--- src/rtl/pixel_fetch_pipeline_pkg.sv ---
// Shared helpers for the pixel fetch pipeline: parameter legality checks,
// unpack geometry and palette reset constants.
package pixel_fetch_pipeline_pkg;

  // Palette reset fill bits: entry 0 resets to black, every other entry to white.
  localparam logic PAL_ENTRY0_FILL = 1'b0;
  localparam logic PAL_OTHER_FILL  = 1'b1;

  function automatic int clog2(input int value);
    int r;
    r = 0;
    for (int i = 0; i < 32; i++) begin
      if ((1 << r) < value) r++;
    end
    return r;
  endfunction

  function automatic bit is_pow2(input int value);
    return (value > 0) && ((value & (value - 1)) == 0);
  endfunction

  function automatic bit geom_legal(input int bpp, input int word_w, input int mem_lat);
    return (bpp == 1 || bpp == 2 || bpp == 4 || bpp == 8) &&
           (word_w % bpp == 0) && is_pow2(word_w / bpp) &&
           (mem_lat >= 1) && (mem_lat <= 4);
  endfunction

  // Number of address LSBs that select a pixel inside one memory word.
  function automatic int sel_w(input int bpp, input int word_w);
    return clog2(word_w / bpp);
  endfunction

endpackage

--- src/rtl/pixel_fetch_pipeline_pipe_delay.sv ---
// Parameterised WIDTH x DEPTH register chain with asynchronous reset to RESET_VAL.
module pipe_delay #(
  parameter int               WIDTH     = 1,
  parameter int               DEPTH     = 1,
  parameter logic [WIDTH-1:0] RESET_VAL = '0
) (
  input  logic             clk,
  input  logic             rst_n,
  input  logic [WIDTH-1:0] d_i,
  output logic [WIDTH-1:0] q_o
);

  logic [WIDTH-1:0] stage_q [DEPTH];

  // NOTE: non-blocking assignments let every stage sample its predecessor's
  // pre-edge value, so the chain shifts by exactly one stage per clock.
  always_ff @(posedge clk or negedge rst_n) begin
    if (!rst_n) begin
      for (int i = 0; i < DEPTH; i++) stage_q[i] <= RESET_VAL;
    end else begin
      stage_q[0] <= d_i;
      for (int i = 1; i < DEPTH; i++) stage_q[i] <= stage_q[i-1];
    end
  end

  assign q_o = stage_q[DEPTH-1];

endmodule

--- src/rtl/pixel_fetch_pipeline.sv ---
// Framebuffer fetch, pixel unpack and palette lookup, with sync/blank delayed
// to stay cycle-aligned with the RGB output (fixed latency MEM_LAT+1).
module pixel_fetch_pipeline
  import pixel_fetch_pipeline_pkg::*;
#(
  parameter int   A_SIZE    = 16,
  parameter int   BPP       = 1,
  parameter int   WORD_W    = 8,
  parameter int   MEM_LAT   = 1,
  parameter int   RGB_W     = 12,
  parameter logic SYNC_IDLE = 1'b1
) (
  input  logic                                    clk,
  input  logic                                    rst,
  input  logic                                    blanking_i,
  input  logic                                    h_sync_i,
  input  logic                                    v_sync_i,
  input  logic [A_SIZE-1:0]                       addr_i,
  output logic                                    mem_en,
  output logic [A_SIZE-sel_w(BPP, WORD_W)-1:0]    mem_addr,
  input  logic [WORD_W-1:0]                       mem_data,
  input  logic                                    pal_we,
  input  logic [BPP-1:0]                          pal_idx,
  input  logic [RGB_W-1:0]                        pal_data,
  output logic                                    blank_o,
  output logic                                    h_sync_o,
  output logic                                    v_sync_o,
  output logic [RGB_W-1:0]                        rgb_o
);

  localparam int PPW         = WORD_W / BPP;
  localparam int SEL_W       = sel_w(BPP, WORD_W);
  localparam int SEL_STORE_W = (SEL_W > 0) ? SEL_W : 1;
  localparam int NPAL        = 1 << BPP;

  if (!geom_legal(BPP, WORD_W, MEM_LAT) || (A_SIZE <= SEL_W)) begin : g_bad_params
    $error("pixel_fetch_pipeline: illegal BPP/WORD_W/MEM_LAT/A_SIZE combination");
  end

  typedef struct packed {
    logic                   blank;
    logic                   h_sync;
    logic                   v_sync;
    logic [SEL_STORE_W-1:0] sel;
  } dly_t;

  localparam dly_t DLY_RST = '{blank: 1'b1, h_sync: SYNC_IDLE, v_sync: SYNC_IDLE, sel: '0};

  logic [SEL_STORE_W-1:0] sel;
  dly_t                   dly_in;
  dly_t                   dly_out;
  logic [BPP-1:0]         pix_idx;
  logic [RGB_W-1:0]       pal_q [NPAL];
  logic [RGB_W-1:0]       rgb_d, rgb_q;
  logic                   blank_q, h_sync_q, v_sync_q;

  // Request stage: a pure truncating shift, so timing-core address wrap passes through.
  assign mem_en   = ~blanking_i;
  assign mem_addr = addr_i[A_SIZE-1:SEL_W];

  if (SEL_W > 0) begin : g_sel
    assign sel = addr_i[SEL_W-1:0];
  end else begin : g_no_sel
    assign sel = '0;
  end

  assign dly_in = '{blank: blanking_i, h_sync: h_sync_i, v_sync: v_sync_i, sel: sel};

  pipe_delay #(
    .WIDTH    ($bits(dly_t)),
    .DEPTH    (MEM_LAT),
    .RESET_VAL(DLY_RST)
  ) u_delay (
    .clk  (clk),
    .rst_n(rst),
    .d_i  (dly_in),
    .q_o  (dly_out)
  );

  // NOTE: the palette is reset explicitly because its power-on contents are
  // visible (entry 0 black, the rest white); plain data RAMs are not reset.
  for (genvar g = 0; g < NPAL; g++) begin : g_pal
    always_ff @(posedge clk or negedge rst) begin
      if (!rst) begin
        pal_q[g] <= (g == 0) ? {RGB_W{PAL_ENTRY0_FILL}} : {RGB_W{PAL_OTHER_FILL}};
      end else if (pal_we && (pal_idx == BPP'(g))) begin
        pal_q[g] <= pal_data;
      end
    end
  end

  // Pixel 0 sits in the word MSBs, so a higher sel means a smaller right shift.
  // NOTE: every always_comb output gets a value on every path to avoid latches.
  always_comb begin
    pix_idx = BPP'(mem_data >> (BPP * (PPW - 1 - int'(dly_out.sel))));
    rgb_d   = dly_out.blank ? '0 : pal_q[pix_idx];
  end

  always_ff @(posedge clk or negedge rst) begin
    if (!rst) begin
      rgb_q    <= '0;
      blank_q  <= 1'b1;
      h_sync_q <= SYNC_IDLE;
      v_sync_q <= SYNC_IDLE;
    end else begin
      rgb_q    <= rgb_d;
      blank_q  <= dly_out.blank;
      h_sync_q <= dly_out.h_sync;
      v_sync_q <= dly_out.v_sync;
    end
  end

  assign rgb_o    = rgb_q;
  assign blank_o  = blank_q;
  assign h_sync_o = h_sync_q;
  assign v_sync_o = v_sync_q;

endmodule

--- config.mk ---
export PLATFORM = sky130hd
export DESIGN_NAME = pixel_fetch_pipeline
export DESIGN_NICKNAME = d
export VERILOG_FILES = /design/src/rtl/pixel_fetch_pipeline_pkg.sv /design/src/rtl/pixel_fetch_pipeline_pipe_delay.sv /design/src/rtl/pixel_fetch_pipeline.sv
export SDC_FILE = /design/constraint.sdc
export NUM_CORES = 1
export LEC_CHECK = 0
export CORE_MARGIN = 4
export CORE_UTILIZATION = 47
export CTS_CLUSTER_DIAMETER = 50
export DETAILED_ROUTE_END_ITERATION = 10
export PLACE_DENSITY = 0.95
export REMOVE_ABC_BUFFERS = 1
export SYNTH_ARGS = -nofsm -noshare
export SYNTH_HDL_FRONTEND = slang
export SYNTH_SLANG_ARGS = --single-unit
--- constraint.sdc ---
create_clock -name clk -period 2.3 [get_ports clk]
set_input_delay 0.575 -clock clk [delete_from_list [all_inputs] [get_ports clk]]
set_output_delay 0.575 -clock clk [all_outputs]
set_load 0.1 [all_outputs]
==> flow_summary.toml, run 1 <==
[status]
outcome = "completed"

[place]
io_buffers = 45
place_ws_ps = 135
globalplace.congestion = 0.726
dp_cells = 208
hpwlAfterDp_mm = 2.66

[clock_network]
clock_path_buffers = 2
cts_tree = "done"
htreeDepth = 2
cts_made_buffers = 5
postCtsSetupRepairBufs = 0
cts.sinks = 45
clkLatencyLatePin_ps = 290
cts_resized = 0
cts-root-buf = "clkbuf_8"
hold_buffers = 0
clk_pin_slew_ps = 80

[worst_setup_path]
critical_path_class = "input port to output pin"
crit_cells = 3
arrival_ps = 1290
crit_fanout = 2
crit_buf_inv = 3
start_kind = "input port"
slowest_stage = "clkdlybuf4s50_1"
path_delay_family = "buffers and inverters"
worst_path_largest_cell_delay_ps = 480
crit_path_end_kind = "output pin"
crit_required_ps = 1730
crit_chain = "clkdlybuf4s50_1, inv_1, buf_12"
r2r_cells = 3

[routing]
via_count = 1086
drc_errors = 0
routed_via_density = 5.03
finalWirelength_mm = 3.60
drt-pass1-iter-count = 4
antenna_left = 0
drt-initial-drc-count = 47
avgRoutedWirePerCell_um = 16.7

[floorplanning]
boundaryPins = 72
fp.dieArea_um2 = 5120
core_area_um2 = 3770
die_h_um = 71.6
start_util = 0.503
die_w_um = 71.6
num_rows = 22

[sta]
rsz0062_at_grt = "false"
timing.final.ws_setup_ps = 432
skew_ps = 2.97
max_freq_mhz = 535
fin_setup_tns_ps = 0
hold_viol = 0
drv_slew = 0
fin_crit_ps = 1870
tightest_slew_ps = 581
finalSetupViolations = 0
maxSlewHeadroom = 0.612
hold_slack_ps = 217
fin_crit_sh = 0.812

[min_path]
hp-class = "input port to async pin"

[yosys]
synth_cell_types = 14
synth_area_um2 = 1900
syn_avg_cell_area_um2 = 14.4
synth_edf_count = 0
synth_top_cell_area_share = 0.356
synth_warnings = 0
yosysMostFrequentCell = "dfrtp_1"
ys_seq_area_frac = 0.605
synthTopCellsByCount = "dfrtp_1 (27), nand2b_1 (24), dfstp_2 (18)"
yosysTopAreaCell = "dfrtp_1"
synth_flop_cell = "dfrtp_1"
synth-seq-cells = 45
synthCells = 132
synthArstFlopShare = 1.00
yosys-top-cells-area = "dfrtp_1 (36%), dfstp_2 (25%), mux2_1 (10%), mux2i_1 (8.4%), nand2b_1 (7.9%)"

[grt]
antenna_found_initial = 0
grt_usage = 0.160
grt_start_max_net_pins = 26
grt_pass1_wl_mm = 6.24
grt-ovfl-total = 0
grt_pass1_vias = 1285

[layout]
area_growth_pct = 23.7
utilization = 0.623
diodes = 0
layoutNonFillerInstCount = 216
fin_nets = 210
drive_gt1_frac = 0.304

[power]
p_leak_nw = 1.04
power.net_switching_uw = 656
power.density_nw_per_um2 = 849
p_int_mw = 1.34
peakVddDrop_v = 0.000507
p_clk_frac = 0.246
switching_share = 0.329
pwr-share-comb = 0.267
power_frac_seq = 0.487

[flow_run]
drv_cap = 0
## sequential cells by signal (all words and copies together) (netlist names)
signal,cells
blank_o,1
u_delay.q_o,6
v_sync_o,1
pal_q,24
rgb_o,12
h_sync_o,1
## cells in the final DEF (no fill, tap or decap)
cell	count
dfrtp_1	27
dfstp_2	18
buf_4	17
nor2b_1	1
mux2_1	17
clkdlybuf4s50_1	28
clkbuf_1	2
nand2_1	1
mux4_2	1
nand2b_1	24
mux2i_1	16
buf_2	1
inv_1	1
mux2_2	7
buf_12	1
clkbuf_8	6
## metrics by stage
step,power [mW],cell area [um2]
floorplan,1.35,1770
global placement,1.50,2260
detailed placement,1.52,2260
CTS,2.01,2350
global route,2.09,2350
finish,1.99,2350
## layout make-up
class / count / area [um2]
fill: 269 / 1420
sequential: 45 / 1150
multi-input combinational: 67 / 613
timing repair buffer: 47 / 433
clock buffer: 8 / 90.1
tap: 48 / 60.1
inverter: 1 / 3.75
## power groups by stage
stage	Sequential [mW]	Combinational, mW	Clock [mW]
floorplan	1.22	0.131	0
global placement	0.977	0.522	0
detailed placement	0.986	0.538	0
CTS	0.972	0.539	0.502
global route	0.984	0.560	0.548
finish	0.972	0.532	0.490
## path summary, 6_finish.rpt
check | slack, ps | to | start
min in group clk | 360 | h_sync_o | u_delay.q_o[4]
setup reg to reg | 690 | rgb_o[6] | u_delay.q_o[0]
hold reg to reg | 360 | h_sync_o | u_delay.q_o[4]
max in group asynchronous | 1370 | v_sync_o | rst
setup / recovery | 430 | mem_en | blanking_i
hold / removal | 220 | rgb_o[2] | rst
## metal layers
layer	vias up	GRT usage	wire (um)
met5	-	0	0
met3	3	0.0575	261
met2	47	0.266	1870
met4	0	0.0647	36
li1	495	-	-
met1	541	0.187	1440
## logic make-up after synthesis
family,after synthesis,share of synthesized area
simple gates,26,0.0844
mux,41,0.239
buf+inv,20,0.0718
flops,45,0.605
Power figures use the tool's default switching activity.
==> run 2: changes to the inputs <==
Settings changed: CORE_UTILIZATION 47 to 39, PLACE_DENSITY 0.95 to 0.85.
Clock period 2.3 ns to 1.62 ns, I/O delays scaled along.
==> flow_summary.toml, run 2 (synthesized netlist as in run 1, its figures left out) <==
[status]
outcome = "completed"

[min_path]
hp-class = "input port to async pin"

[power]
power.density_nw_per_um2 = 1140
peakVddDrop_v = 0.000445
p_leak_nw = 1.15

[routing]
finalWirelength_mm = 3.85
avgRoutedWirePerCell_um = 16.0
antenna_left = 0
drt-pass1-iter-count = 4
drt-initial-drc-count = 67
drc_errors = 0
via_count = 1121
routed_via_density = 4.65

[sta]
rsz0062_at_grt = "true"
tightest_slew_ps = 456
fin_setup_tns_ps = 0
hold_viol = 0
fin_crit_sh = 0.996
finalSetupViolations = 0
maxSlewHeadroom = 0.696
fin_crit_ps = 1610
max_freq_mhz = 620
skew_ps = 5.34
drv_slew = 0

[grt]
grt-ovfl-total = 0
grt_pass1_vias = 1260
grt_start_max_net_pins = 28
antenna_found_initial = 0
grt_pass1_wl_mm = 6.47
grt_usage = 0.139

[clock_network]
clock_path_buffers = 2
cts_tree = "done"
postCtsSetupRepairBufs = 0
clkLatencyLatePin_ps = 280
cts_made_buffers = 5
cts-root-buf = "clkbuf_8"
clk_pin_slew_ps = 80
htreeDepth = 2
cts.sinks = 45

[floorplanning]
die_w_um = 77.8
start_util = 0.402
boundaryPins = 72
die_h_um = 77.8
core_area_um2 = 4720
num_rows = 25
fp.dieArea_um2 = 6050

[place]
globalplace.congestion = 0.691
dp_cells = 232
hpwlAfterDp_mm = 2.80
io_buffers = 45

[layout]
drive_gt1_frac = 0.339
largest-register = "pal_q"
area_growth_pct = 39.4
final_common_cell = "dfrtp_1"
largest_reg_flops = 24
fin_nets = 216
fill_cells = 356
layoutNonFillerInstCount = 241
diodes = 0
layout_common_cells = "dfrtp_1 (26), nand2b_1 (24), clkdlybuf4s50_1 (20), dfstp_2 (18), buf_12 (18)"

[flow_run]
drv_cap = 0

[worst_setup_path]
start_kind = "register"
arrival_ps = 1810
r2r_cells = 4
crit_fanout = 6
critical_path_class = "register to register"
crit_path_end_kind = "register"
crit_required_ps = 1820
timing.rr.start = "u_delay.q_o[0]"
r2r-end = "rgb_o[1]"
r2r_slack_ps = 6
==> run 2: cell types whose count changed in the layout (fill, tap and decap cells not counted) <==
cell / previous run / this run
buf_12: 1 / 18
buf_16: 0 / 1
buf_4: 17 / 5
clkdlybuf4s50_1: 28 / 20
dfrtp_1: 27 / 26
dfrtp_2: 0 / 1
dlygate4sd2_1: 0 / 8
mux2i_1: 16 / 15
mux2i_2: 0 / 1
==> run 2: layer usage <==
metal	track usage	part of all wire
met5	0	0
met2	0.233	0.50
met3	0.0592	0.082
met1	0.161	0.41
met4	0.0427	0.012
==> run 2: layout make-up <==
class,instances,area [um2],share of cell area
multi-input combinational,67,617,0.233
clock buffer,8,90.1,0.0341
tap,67,83.8,0.0317
timing repair buffer,53,701,0.265
sequential,45,1150,0.435
inverter,1,3.75,0.00142
==> run 2: how the worst max path moves through the flow <==
stage / startpoint / to / slack [ps]
2_1_floorplan: pal_we / pal_q[12] / 80
3_3_place_gp: mem_data[0] / rgb_o[0] / -230
3_5_place_dp: mem_data[1] / rgb_o[5] / -290
4_1_cts: u_delay.q_o[0] / rgb_o[1] / 0.3
5_1_grt: u_delay.q_o[0] / rgb_o[1] / -30
6_report: u_delay.q_o[0] / rgb_o[1] / 6
==> run 2: worst max-delay path, cell delays in order (launching register included) <==
cell and delay, ps:
dfrtp_2 450, mux2i_1 140, mux4_2 560, buf_12 180
mux2i_2 190
==> run 2: per-stage QoR <==
step | cell area [um2] | util | total power [mW] | setup slack (ps) | hold WS [ps]
5_1_grt | 2650 | 0.560 | 3.14 | -28.9 | 78.2
2_1_floorplan | 1770 | - | 1.91 | 82.2 | 109
4_1_cts | 2650 | 0.560 | 3.04 | 0.253 | 61.8
6_report | 2650 | 0.560 | 3.01 | 6.03 | 59.6
3_3_place_gp | 2530 | 0.536 | 2.31 | -233 | 347
3_5_place_dp | 2530 | 0.536 | 2.34 | -291 | 350
==> run 2: what timing repair did <==
| action | 4_1_cts | 5_1_grt |
|---|---|---|
| endpoints found under the setup margin | 2 | 1 |
| gates resized for setup | 11 | 0 |
| hold buffers | 0 | 0 |
| cloned | 1 | 0 |
==> run 2: report_power, final <==
group          switching, mW  internal (mW)
logic                  0.522          0.401
clock network          0.334          0.348
registers             0.0967           1.31
total                  0.952           2.06
